==> src/rtl/multicycle_control.sv <==
// Multi-cycle sequencing controller for the MIPS-subset datapath: steps each
// instruction through fetch/decode/execute/memory/writeback and drives all selects.
//
// state     | meaning
// ----------+-----------------------------------------------------------
// FETCH     | read instruction at PC, PC <= PC+4 when memory is ready
// DECODE    | register read, branch target precomputed into ALUOut
// MEM_ADDR  | effective address Da + sign-extended imm
// MEM_READ  | data load, waits on mem_ready
// MEM_WB    | load data written to Rt
// MEM_WRITE | data store, waits on mem_ready, retires on completion
// R_EXEC    | Da op Db for ADD/SUB/SLT
// ALU_WB    | ALUOut written to Rd (R-type) or Rt (I-type)
// I_EXEC    | Da op extended imm for ADDI/XORI
// BRANCH    | compare Da/Db, conditional PC <= ALUOut
// JUMP      | PC <= {PC[31:28], target, 00}
// JAL       | JUMP plus $31 <= PC
// JR        | PC <= Da
// TRAP      | illegal instruction, parked until reset
module multicycle_control (
  input  logic        clk,
  input  logic        reset,
  input  logic [5:0]  opcode,
  input  logic [5:0]  funct,
  input  logic        zero,
  input  logic        mem_ready,
  output logic        pc_write,
  output logic        iord,
  output logic        mem_read,
  output logic        mem_write,
  output logic        ir_write,
  output logic        reg_write,
  output logic [1:0]  reg_dst,
  output logic [1:0]  mem_to_reg,
  output logic        alu_src_a,
  output logic [1:0]  alu_src_b,
  output logic        ext_zero,
  output logic [2:0]  alu_cmd,
  output logic [1:0]  pc_source,
  output logic        retired,
  output logic [31:0] retire_count,
  output logic        trap
);

  typedef enum logic [3:0] {
    S_FETCH     = 4'd0,
    S_DECODE    = 4'd1,
    S_MEM_ADDR  = 4'd2,
    S_MEM_READ  = 4'd3,
    S_MEM_WB    = 4'd4,
    S_MEM_WRITE = 4'd5,
    S_R_EXEC    = 4'd6,
    S_ALU_WB    = 4'd7,
    S_I_EXEC    = 4'd8,
    S_BRANCH    = 4'd9,
    S_JUMP      = 4'd10,
    S_JAL       = 4'd11,
    S_JR        = 4'd12,
    S_TRAP      = 4'd15
  } state_t;

  localparam logic [5:0] OP_RTYPE = 6'h00;
  localparam logic [5:0] OP_J     = 6'h02;
  localparam logic [5:0] OP_JAL   = 6'h03;
  localparam logic [5:0] OP_BEQ   = 6'h04;
  localparam logic [5:0] OP_BNE   = 6'h05;
  localparam logic [5:0] OP_ADDI  = 6'h08;
  localparam logic [5:0] OP_XORI  = 6'h0E;
  localparam logic [5:0] OP_LW    = 6'h23;
  localparam logic [5:0] OP_SW    = 6'h2B;

  localparam logic [5:0] FN_JR  = 6'h08;
  localparam logic [5:0] FN_ADD = 6'h20;
  localparam logic [5:0] FN_SUB = 6'h22;
  localparam logic [5:0] FN_SLT = 6'h2A;

  localparam logic [2:0] ALU_ADD = 3'b000;
  localparam logic [2:0] ALU_SUB = 3'b001;
  localparam logic [2:0] ALU_XOR = 3'b010;
  localparam logic [2:0] ALU_SLT = 3'b011;

  state_t state, state_nxt;
  logic   is_rtype;

  always_ff @(posedge clk or posedge reset) begin
    if (reset) begin
      state        <= S_FETCH;
      is_rtype     <= 1'b0;
      retire_count <= '0;
    end else begin
      state <= state_nxt;
      if (state == S_DECODE)
        is_rtype <= (opcode == OP_RTYPE);
      if (retired)
        retire_count <= retire_count + 32'd1;
    end
  end

  always_comb begin
    state_nxt = state;
    case (state)
      S_FETCH:     state_nxt = mem_ready ? S_DECODE : S_FETCH;
      S_DECODE: begin
        case (opcode)
          OP_LW, OP_SW:    state_nxt = S_MEM_ADDR;
          OP_ADDI, OP_XORI: state_nxt = S_I_EXEC;
          OP_BEQ, OP_BNE:  state_nxt = S_BRANCH;
          OP_J:            state_nxt = S_JUMP;
          OP_JAL:          state_nxt = S_JAL;
          OP_RTYPE: begin
            case (funct)
              FN_ADD, FN_SUB, FN_SLT: state_nxt = S_R_EXEC;
              FN_JR:                  state_nxt = S_JR;
              default:                state_nxt = S_TRAP;
            endcase
          end
          default:         state_nxt = S_TRAP;
        endcase
      end
      S_MEM_ADDR:  state_nxt = (opcode == OP_LW) ? S_MEM_READ : S_MEM_WRITE;
      S_MEM_READ:  state_nxt = mem_ready ? S_MEM_WB : S_MEM_READ;
      S_MEM_WRITE: state_nxt = mem_ready ? S_FETCH : S_MEM_WRITE;
      S_R_EXEC,
      S_I_EXEC:    state_nxt = S_ALU_WB;
      S_MEM_WB,
      S_ALU_WB,
      S_BRANCH,
      S_JUMP,
      S_JAL,
      S_JR:        state_nxt = S_FETCH;
      S_TRAP:      state_nxt = S_TRAP;
      // unused encodings are treated as a corrupted state and trapped
      default:     state_nxt = S_TRAP;
    endcase
  end

  always_comb begin
    pc_write   = 1'b0;
    iord       = 1'b0;
    mem_read   = 1'b0;
    mem_write  = 1'b0;
    ir_write   = 1'b0;
    reg_write  = 1'b0;
    reg_dst    = 2'b00;
    mem_to_reg = 2'b00;
    alu_src_a  = 1'b0;
    alu_src_b  = 2'b00;
    ext_zero   = 1'b0;
    alu_cmd    = ALU_ADD;
    pc_source  = 2'b00;
    retired    = 1'b0;
    trap       = 1'b0;
    case (state)
      S_FETCH: begin
        mem_read  = 1'b1;
        alu_src_b = 2'b01;
        ir_write  = mem_ready;
        pc_write  = mem_ready;
      end
      S_DECODE: begin
        alu_src_b = 2'b11;
      end
      S_MEM_ADDR: begin
        alu_src_a = 1'b1;
        alu_src_b = 2'b10;
      end
      S_MEM_READ: begin
        mem_read = 1'b1;
        iord     = 1'b1;
      end
      S_MEM_WB: begin
        reg_write  = 1'b1;
        mem_to_reg = 2'b01;
        retired    = 1'b1;
      end
      S_MEM_WRITE: begin
        mem_write = 1'b1;
        iord      = 1'b1;
        retired   = mem_ready;
      end
      S_R_EXEC: begin
        alu_src_a = 1'b1;
        case (funct)
          FN_SUB:  alu_cmd = ALU_SUB;
          FN_SLT:  alu_cmd = ALU_SLT;
          default: alu_cmd = ALU_ADD;
        endcase
      end
      S_I_EXEC: begin
        alu_src_a = 1'b1;
        alu_src_b = 2'b10;
        if (opcode == OP_XORI) begin
          alu_cmd  = ALU_XOR;
          ext_zero = 1'b1;
        end
      end
      S_ALU_WB: begin
        reg_write = 1'b1;
        reg_dst   = is_rtype ? 2'b01 : 2'b00;
        retired   = 1'b1;
      end
      S_BRANCH: begin
        alu_src_a = 1'b1;
        alu_cmd   = ALU_SUB;
        pc_source = 2'b01;
        pc_write  = (opcode == OP_BNE) ? ~zero : zero;
        retired   = 1'b1;
      end
      S_JUMP: begin
        pc_write  = 1'b1;
        pc_source = 2'b10;
        retired   = 1'b1;
      end
      S_JAL: begin
        pc_write   = 1'b1;
        pc_source  = 2'b10;
        reg_write  = 1'b1;
        reg_dst    = 2'b10;
        mem_to_reg = 2'b10;
        retired    = 1'b1;
      end
      S_JR: begin
        pc_write  = 1'b1;
        pc_source = 2'b11;
        retired   = 1'b1;
      end
      S_TRAP: begin
        trap = 1'b1;
      end
      default: begin
        trap = 1'b1;
      end
    endcase
  end

endmodule

==> config.mk <==
export PLATFORM = sky130hd
export DESIGN_NAME = multicycle_control
export DESIGN_NICKNAME = d
export VERILOG_FILES = /design/src/rtl/multicycle_control.sv
export SDC_FILE = /design/constraint.sdc
export NUM_CORES = 1
export LEC_CHECK = 0
export CAP_MARGIN = 5
export CORE_ASPECT_RATIO = 0.9
export CORE_MARGIN = 1.5
export CORE_UTILIZATION = 49
export CTS_BUF_LIST = sky130_fd_sc_hd__clkbuf_4
export CTS_CLUSTER_DIAMETER = 100
export DETAILED_ROUTE_END_ITERATION = 16
export GPL_ROUTABILITY_DRIVEN = 0
export HOLD_SLACK_MARGIN = 0.03
export PLACE_DENSITY = 0.82
export SLEW_MARGIN = 10
export SYNTH_ARGS = -nofsm -noshare
export SYNTH_HDL_FRONTEND = slang
export SYNTH_SLANG_ARGS = --single-unit
==> constraint.sdc <==
create_clock -name clk -period 2.17 [get_ports clk]
set_input_delay 0.217 -clock clk [delete_from_list [all_inputs] [get_ports clk]]
set_output_delay 0.217 -clock clk [all_outputs]
set_load 0.05 [all_outputs]
==> out/results.txt <==
Cell Pwr Density: 1090 mW/mm^2
Number of buffers created by CTS: 5
Yosys reg bits: 37
Status: complete, no violations
Static Leak: 1.51 nW
Die ar.: 0.00534 sq mm
Die width: 76.8 microns
CTS root buf: clkbuf_4
Hold WC Path Type: input pin to async pin
Most common cell after layout, fill and taps aside: clkdlybuf4s50_1
First-pass GRT wire length: 10,200 microns
CTS Buffer Depth: 2
Row count: 23
CTS sink count: 37
Final nets: 349
Post-DRT Antenna Nets: 0
Max IR drop VDD: 0.000906 V
Mapped Area: 0.00240 sq mm
Most frequent cells in the layout: clkdlybuf4s50_1, dfrtp_1, nor2_1
Initial Utilization: 52.6%
Clock transition at the registers of the reported paths: 0.11 ns
Largest net degree at the start of global routing: 38
Critical Path RT: 1.95 ns
Relative slew margins: 62.5%
Distinct cell type count after synthesis: 61
Main synth FF type: dfrtp_1
Pre-Repair DR Iteration Count: 4
Core area: 0.00458 sq mm
Iter 0 DRT Violations: 102
# diodes: 0
Setup_tns: 0 ns
Worst-path cell chain: buf_4 > or2_2 > a2bb2oi_2 > nand2_4 > buf_12
DP HPWL: 4700 microns
# IOs: 69
Slew Limit Fails: 0
Vias in the first global route: 2,093
Critical path class: flop to primary output
Worst clock skew: 0.00836 ns
Top Family by Delay on Critical Path: simple AND/OR/NAND/NOR gates
Max_cap viols: 0
Final count of negative-setup-slack endpoints: 0
Gr usage total: 23.8%
Final Non-Filler Cells: 395
CTS HTree Levels: 2
Critical Path End Type: primary output
Mean area per synthesized cell: 9.54 sq um
TritonCTS clock tree: yes
Drt drc: 0
Placed insts: 387
Design Power: 3.76 mW
DR vias: 2,207
Clk_lat worst skew: 0.34 ns
Crit path largest cell delay: 0.46 ns
Die Ht: 69.5 microns
CP Data Arrival Time: 1.88 ns
Layout cells sized above 1: 22.8%
Layout area overhead: 43.5%
Final period util: 96.6%
Fin crit period: 2.10 ns
Tightest Pin Transition: 0.548 ns
Drt total wl: 6210 microns
Ys Warns: 0
Fmax achieved: 477 MHz
Post-Place Setup Slack: 0.0562 ns
Vias per inst: 5.59
Final-layout fill cell count: 322
Crit start category: flop
Crit path max fanout: 7
Drt wl/cell: 15.7 microns
Sequential fraction of the synthesis area: 38.5%
Final hold vios: 0
Mapped Cells: 252
Post-Syn Nets: 269
Setup ws final: 0.0745 ns
Number of synthesized flops with an enable pin: 0
GR Overflow Total: 0
Port Buffer Count: 67
CP max stage cell: dfrtp_2
Initial antenna violation count: 0
Worst Path Buf+Inv: 2
Synth async-reset ratio: 100%
## layer usage
| layer | wire, microns | global-route usage (%) | up-vias | part of all wire [%] |
|---|---|---|---|---|
| met1 | 2750 | 34.4 | 1063 | 44 |
| met4 | 57 | 6.58 | 0 | 0.92 |
| met3 | 376 | 4.34 | 4 | 6.1 |
| met5 | 0 | 0 | - | 0 |
| met2 | 3020 | 36.7 | 82 | 49 |
| li1 | - | - | 1058 | - |
## cells in the mapped netlist, types with 2 or more instances
library cell / number / share of area, %
a2111o_1: 2 / 0.94
a21boi_0: 2 / 0.62
a21oi_1: 6 / 1.2
and3_1: 7 / 1.8
and4_1: 3 / 1.1
and4_2: 2 / 0.83
buf_2: 3 / 0.62
buf_4: 2 / 0.62
buf_6: 2 / 0.94
clkbuf_1: 3 / 0.47
dfrtp_1: 37 / 39
inv_1: 7 / 1.1
mux2i_1: 2 / 0.83
nand2_1: 17 / 2.7
nand2_2: 2 / 0.52
nand2b_1: 8 / 2.1
nand3_1: 13 / 2.7
nand4_1: 5 / 1.3
nor2_1: 27 / 4.2
nor2b_1: 3 / 0.78
nor3_1: 10 / 2.1
nor3_2: 4 / 1.7
nor3b_1: 2 / 0.62
nor4_2: 4 / 2.1
o211a_1: 2 / 0.83
o21ai_0: 4 / 0.83
o22ai_1: 3 / 0.78
o31ai_1: 2 / 0.62
or2_2: 2 / 0.52
or3_1: 2 / 0.52
xnor2_1: 16 / 5.8
xor2_1: 19 / 6.9
## stage by stage
stage               hold WS [ns]  cell area [sq um]  utilization [%]
global route               0.320               3450             75.4
detailed placement         0.465               3340             73.0
global placement           0.456               3340             73.0
CTS                        0.286               3420             74.7
floorplan                  0.397               2410                -
finish                     0.276               3450             75.4
## power by group
part / total [mW] / switching, mW / internal (mW)
sequential: 0.917 / 0.132 / 0.785
clock: 0.472 / 0.219 / 0.252
combinational: 2.37 / 1.43 / 0.945
## flip-flops by register name, indices dropped and copies added (netlist names)
register,flops
is_rtype,1
retire_count,32
state,4
## worst paths after layout
kind | startpoint | end | slack, ns | depth (start not counted)
worst max-delay path | state[0] | retired | 0.07 | 5
worst min-delay path | reset | retire_count[23] | 0.28 | 3
worst max register to register | state[1] | retire_count[7] | 0.25 | 5
worst min register to register | retire_count[31] | retire_count[31] | 0.48 | 1
max in group asynchronous | reset | state[0] | 1.54 | 3
min in group clk | retire_count[31] | retire_count[31] | 0.48 | 1
## kinds of logic (layout without fill, tap and decap cells)
family | after synthesis | after routing | synth area share [%]
AOI/OAI and AO/OA | 36 | 36 | 12.3
xor gates and xnor gates | 35 | 35 | 12.7
adders and majority gates | 1 | 1 | 0.520
buffers and inverters | 17 | 98 | 3.75
DFF | 37 | 37 | 38.5
muxes | 3 | 3 | 1.30
other | 1 | 1 | 0.156
and+or+nand+nor | 122 | 122 | 30.7
## area by class of cell
cell class,instances,area (sq um),area share [%]
Sequential cell,37,927,26.9
Tap cell,62,77.6,2.25
Inverter,7,26.3,0.761
Clock buffer,6,45.0,1.30
Clock inverter,2,33.8,0.979
Multi-Input combinational cell,198,1430,41.3
Timing Repair Buffer,83,916,26.5
## worst register-to-register path, delay by kind of cell (launching register included)
kind	cells	cell delay [ns]
AND/OR/NAND/NOR	3	0.90
AO/OA/AOI/OAI	1	0.30
flip-flops	1	0.50
XOR/XNOR	1	0.15
## timing repair
| item | CTS | global route |
|---|---|---|
| resized for setup | 0 | 7 |
| hold buffers | 0 | 0 |
| setup buffers | 0 | 0 |
| endpoints found under the setup margin | 0 | 4 |
Power figures use the tool's default switching activity.
